## config.mk

```make
export PLATFORM = sky130hd
export DESIGN_NAME = netlist_share_arbiter
export DESIGN_NICKNAME = d
export VERILOG_FILES = /design/src/rtl/netlist_share_arbiter.sv
export SDC_FILE = /design/constraint.sdc
export NUM_CORES = 1
export LEC_CHECK = 0
export ABC_AREA = 1
export CAP_MARGIN = 25
export CORE_MARGIN = 2
export CORE_UTILIZATION = 45
export CTS_CLUSTER_DIAMETER = 150
export DETAILED_ROUTE_END_ITERATION = 16
export PLACE_DENSITY = 0.95
export SLEW_MARGIN = 20
export SYNTH_ARGS = -nofsm -noshare
export SYNTH_HDL_FRONTEND = slang
export SYNTH_SLANG_ARGS = --single-unit
export TNS_END_PERCENT = 100
```

## constraint.sdc

```tcl
create_clock -name clk -period 5.1 [get_ports clk]
set_input_delay 0.765 -clock clk [delete_from_list [all_inputs] [get_ports clk]]
set_output_delay 0.765 -clock clk [all_outputs]
set_load 0.01 [all_outputs]
```

## src/rtl/netlist_share_arbiter.sv

```systemverilog
// netlist_share_arbiter: round-robin sharing of one combinational netlist among NUM_REQ requesters.
// Define NSA_SIGNATURE_EN to build the 16-bit response signature register on sig_out.
module netlist_share_arbiter #(
    parameter int NUM_REQ = 4,
    parameter int IN_W = 14,
    parameter int OUT_W = 8,
    parameter int SETTLE = 2,
    localparam int ID_W = (NUM_REQ > 1) ? $clog2(NUM_REQ) : 1
) (
    input  logic                    clk,
    input  logic                    rst,
    input  logic [NUM_REQ-1:0]      req_valid,
    output logic [NUM_REQ-1:0]      req_ready,
    input  logic [NUM_REQ*IN_W-1:0] req_data,
    output logic                    rsp_valid,
    input  logic                    rsp_ready,
    output logic [ID_W-1:0]         rsp_id,
    output logic [OUT_W-1:0]        rsp_data,
    output logic [IN_W-1:0]         core_in,
    input  logic [OUT_W-1:0]        core_out,
    output logic [15:0]             sig_out
);
    localparam logic [1:0] IDLE = 2'd0, EVAL = 2'd1, RESP = 2'd2;
    logic [1:0] state_q;
    logic [ID_W-1:0] ptr_q, id_q, rsp_id_q, win;
    logic [ID_W:0] idx;
    logic [3:0] cnt_q;
    logic [IN_W-1:0] core_in_q;
    logic [OUT_W-1:0] rsp_data_q;
    logic rsp_valid_q, found, xfer;
    logic [IN_W-1:0] ops [NUM_REQ];

    for (genvar g = 0; g < NUM_REQ; g++) begin : g_ops
        assign ops[g] = req_data[g*IN_W +: IN_W];
    end

    // Scan from ptr upward, wrapping; the first valid requester wins.
    always_comb begin
        win = '0;
        found = 1'b0;
        idx = '0;
        for (int k = 0; k < NUM_REQ; k++) begin
            idx = {1'b0, ptr_q} + (ID_W+1)'(k);
            idx = (idx >= (ID_W+1)'(NUM_REQ)) ? idx - (ID_W+1)'(NUM_REQ) : idx;
            if (!found && req_valid[idx[ID_W-1:0]]) begin
                found = 1'b1;
                win = idx[ID_W-1:0];
            end
        end
    end

    assign req_ready = (state_q == IDLE && found && !rst) ? NUM_REQ'(1) << win : '0;
    assign xfer = |(req_valid & req_ready);

    always_ff @(posedge clk) begin
        if (rst) begin
            state_q <= IDLE;
            ptr_q <= '0;
            id_q <= '0;
            cnt_q <= '0;
            core_in_q <= '0;
            rsp_valid_q <= 1'b0;
            rsp_id_q <= '0;
            rsp_data_q <= '0;
        end else begin
            case (state_q)
                IDLE: if (xfer) begin
                    core_in_q <= ops[win];
                    id_q <= win;
                    cnt_q <= 4'(SETTLE - 1);
                    state_q <= EVAL;
                end
                EVAL: if (cnt_q != 4'd0) begin
                    cnt_q <= cnt_q - 4'd1;
                end else begin
                    rsp_data_q <= core_out;
                    rsp_id_q <= id_q;
                    rsp_valid_q <= 1'b1;
                    state_q <= RESP;
                end
                RESP: if (rsp_ready) begin
                    rsp_valid_q <= 1'b0;
                    ptr_q <= (id_q == ID_W'(NUM_REQ - 1)) ? '0 : id_q + 1'b1;
                    state_q <= IDLE;
                end
                default: state_q <= IDLE;
            endcase
        end
    end

    assign core_in = core_in_q;
    assign rsp_valid = rsp_valid_q;
    assign rsp_id = rsp_id_q;
    assign rsp_data = rsp_data_q;

`ifdef NSA_SIGNATURE_EN
    logic [15:0] sig_q;
    logic hs;
    assign hs = rsp_valid_q & rsp_ready;
    // CRC-16/CCITT-style shift folded with {id, data} of each accepted response.
    always_ff @(posedge clk) begin
        if (rst) sig_q <= '0;
        else if (hs) sig_q <= {sig_q[14:0], 1'b0} ^ (sig_q[15] ? 16'h1021 : 16'h0000) ^ {8'(rsp_id_q), 8'(rsp_data_q)};
    end
    assign sig_out = sig_q;
`else
    assign sig_out = 16'h0000;
`endif
endmodule

```

==> results.cfg <==
[run_status]
status = completed

[sta]
hold_violations = 0
report.final.setup_viol = 0
rsz0062_at_grt = false
drv_slew = 0
timing.clock.skew_ns = 0.00849
period_minus_ws_final_ns = 4.10
maxClockFrequency_mhz = 244
slew_headroom_pct = 58.8
fin_tns_setup_ns = 0
timing_worst_slew_pin_value_ns = 0.615
finalCritPeriodShare_pct = 80.4

[synthesis]
synth_seq_cells = 35
synthesis.yosys.warnings = 0
syn_area_per_cell_sq_um = 6.26
syn-instance-count = 402
synth.yosys.seq_area_share_pct = 27.9
synthDistinctLibCells = 28
area_of_the_mapped_netlist_sq_um = 2510

[pwr]
largest_vdd_supply_drop_mv = 0.194
p_total_w = 0.00107
leakage_power_nw = 1.71
power_per_cell_area_nw_per_um2 = 303

[critical_path]
worstSetupPathType = input port to output pin
worstReg2RegStart = ptr_q[0]
crit_required_ns = 4.34
arrival_ns = 3.34
critPathMaxStageDelay_ns = 0.57
reg2reg_depth = 15
critPathSlowestCell = sky130_fd_sc_hd__clkdlybuf4s50_1
worstReg2RegEnd = core_in[5]
critical_path.endpoint = req_ready[1]
timing.critical_path.cells = clkdlybuf4s50_1 > inv_1 > nand2_1 > nand3_1 > nand2_2 > nor2_4 > nand3_1 > nand2_1 > nor2_4 > inv_2 > nor3_1 > clkdlybuf4s50_1
endpoint_kind = output pin
critical_path_start_type = input port
startpoint = req_valid[1]
r2r_slack_ns = 2.50
timing.critical_path.fanout_max = 18

[cts]
clock_insertion_delay_worst_skew_ns = 0.30
cts_num_sinks = 35
ctsHoldBuffers = 0
htree_levels = 2
cts.path.max_buffers = 2
cts-root-buf = sky130_fd_sc_hd__clkbuf_8
postCtsResizedCells = 0
clkTransAtPathRegs_ns = 0.08
number_of_buffers_created_by_cts = 5
tritoncts = done
post_cts.repair.setup_buffers = 0

[global_route]
grt_overflow_total = 0
pin_count_of_the_biggest_net_entering_global_routing = 33
grt_antenna_before_repair = 0
grt_util_all_layers_pct = 22.6
vias_in_the_first_global_route = 2583
grt_first_pass_wirelength_um = 11300

[job]
max-cap-violations = 0

[placement]
routabilityCongestion = 0.907
io_buffer_count = 99
post-dp-hpwl_um = 5060

[drt]
drt-initial-drc-count = 164
via_count = 2768
via_per_inst = 4.92
post_drt_wl_per_cell_um = 12.3
drc = 0
detail_route.wirelength_um = 6940
drt_pass1_iterations = 4
drt.antenna.violating_nets = 0

[min_path]
min_path_type = flip-flop to flip-flop

[cells_and_area]
area.growth.synth_to_final_pct = 39.9
fillCellCount = 454
post-route-util_pct = 64.7
insertedDiodeCount = 0
post_layout_nets = 564
final_layout_size_suffix_gt1_share_pct = 9.57

[die]
die_width_um = 78.8
io_pins = 116
core_area_sq_um = 5440
initial_core_util_pct = 46.2
row_count = 27
die_area_sq_um = 6200
dieHeight_um = 78.8
## cell usage after synthesis
master                     instances  area [sq um]
sky130_fd_sc_hd__clkbuf_1          5          18.8
sky130_fd_sc_hd__nor3_1            5          25.0
sky130_fd_sc_hd__and3_1            1          6.26
sky130_fd_sc_hd__nor2_1           61           229
sky130_fd_sc_hd__nor2_4            2          22.5
sky130_fd_sc_hd__o21ai_2           1          8.76
sky130_fd_sc_hd__inv_2             5          18.8
sky130_fd_sc_hd__o21ai_0          17          85.1
sky130_fd_sc_hd__nand3_1          27           135
sky130_fd_sc_hd__dfxtp_1          35           701
sky130_fd_sc_hd__nand3_4           1          17.5
sky130_fd_sc_hd__inv_1            28           105
sky130_fd_sc_hd__nand2_2           3          18.8
sky130_fd_sc_hd__buf_2             5          25.0
sky130_fd_sc_hd__nand3b_1          1          7.51
sky130_fd_sc_hd__buf_4            21           158
sky130_fd_sc_hd__ha_1              3          37.5
sky130_fd_sc_hd__nand4_2           1          12.5
sky130_fd_sc_hd__nor2_2            2          12.5
sky130_fd_sc_hd__nand2_4           1          11.3
sky130_fd_sc_hd__o21ai_1           2          10.0
sky130_fd_sc_hd__nand2_1         138           518
sky130_fd_sc_hd__conb_1            1          3.75
sky130_fd_sc_hd__a21oi_1          11          55.1
sky130_fd_sc_hd__buf_12            1          20.0
sky130_fd_sc_hd__buf_8             2          30.0
sky130_fd_sc_hd__nand3_2          20           200
sky130_fd_sc_hd__buf_6             2          22.5
## critical path: cells and delay by family
kind | cells | cell delay (ns)
buffers and inverters | 4 | 1.35
and+or+nand+nor | 8 | 1.21
## area by class of cell
type / count / area (sq um) / share of cell area [%]
Multi-Input combinational cell: 313 / 1470 / 41.9
Timing Repair Buffer: 102 / 1010 / 28.8
Sequential cell: 35 / 701 / 19.9
Inverter: 33 / 124 / 3.52
Tap cell: 72 / 90.1 / 2.56
Clock buffer: 5 / 68.8 / 1.96
Clock inverter: 3 / 47.5 / 1.35
## through the flow
| step | cells | area (sq um) | setup WS, ns | hold slack, ns |
|---|---|---|---|---|
| after CTS | 563 | 3520 | 1.01 | 0.490 |
| final | 563 | 3520 | 0.998 | 0.486 |
| after global placement | 555 | 3400 | 1.18 | 0.448 |
| after global routing | 563 | 3520 | 0.780 | 0.507 |
| after detailed placement | 555 | 3400 | 1.04 | 0.476 |
| after floorplan | 417 | 2570 | 2.37 | 0.440 |
## worst min-delay path by stage
stage               from         to  slack [ns]  cells past startpoint
2_1_floorplan   cnt_q[0]   cnt_q[0]        0.44                      2
3_3_place_gp    cnt_q[0]   cnt_q[0]        0.45                      2
3_5_place_dp   rsp_valid  rsp_valid        0.48                      2
4_1_cts        rsp_valid  rsp_valid        0.49                      2
5_1_grt         cnt_q[0]   cnt_q[0]        0.51                      2
6_report       rsp_valid  rsp_valid        0.49                      2
## power breakdown
part | internal [W] | switching [W] | leakage [nW]
Combinational | 0.000200 | 0.000255 | 1.37
Clock | 0.000148 | 0.000116 | 0.0587
Sequential | 0.000318 | 0.0000286 | 0.288
Total | 0.000667 | 0.000400 | 1.71
## registers in the layout, indices dropped and copies added, names as in the netlist
register and count:
cnt_q 4, ptr_q 2, rsp_valid 1, state_q 2, core_in 14, rsp_id 2
rsp_data 8, id_q 2
## metal layers
layer	up-vias	GRT usage (%)	share of wire, %
met1	1237	25.7	41
met4	0	7.72	2.0
met3	17	6.36	7.9
met2	121	40.4	49
met5	-	0	0
li1	1393	-	-
## cells by family (layout without fill, tap and decap cells)
| family | after synthesis | in the layout | share of synthesized area [%] |
|---|---|---|---|
| buf+inv | 69 | 143 | 15.8 |
| compound gates | 31 | 31 | 6.32 |
| flops | 35 | 35 | 27.9 |
| fa+ha+maj | 3 | 3 | 1.49 |
| other cells | 1 | 16 | 0.149 |
| simple gates | 263 | 263 | 48.4 |
## cells in the final DEF (no fill, tap or decap), drive strengths merged, types with 5 or more instances in the layout
master and n:
nand3 48, dfxtp 35, clkbuf 5, inv 34, a21oi 11, nor2 65
nand2 142, conb 16, clkdlybuf4s50 99, nor3 5, o21ai 20
No activity file was read; power rests on OpenSTA's default activity.
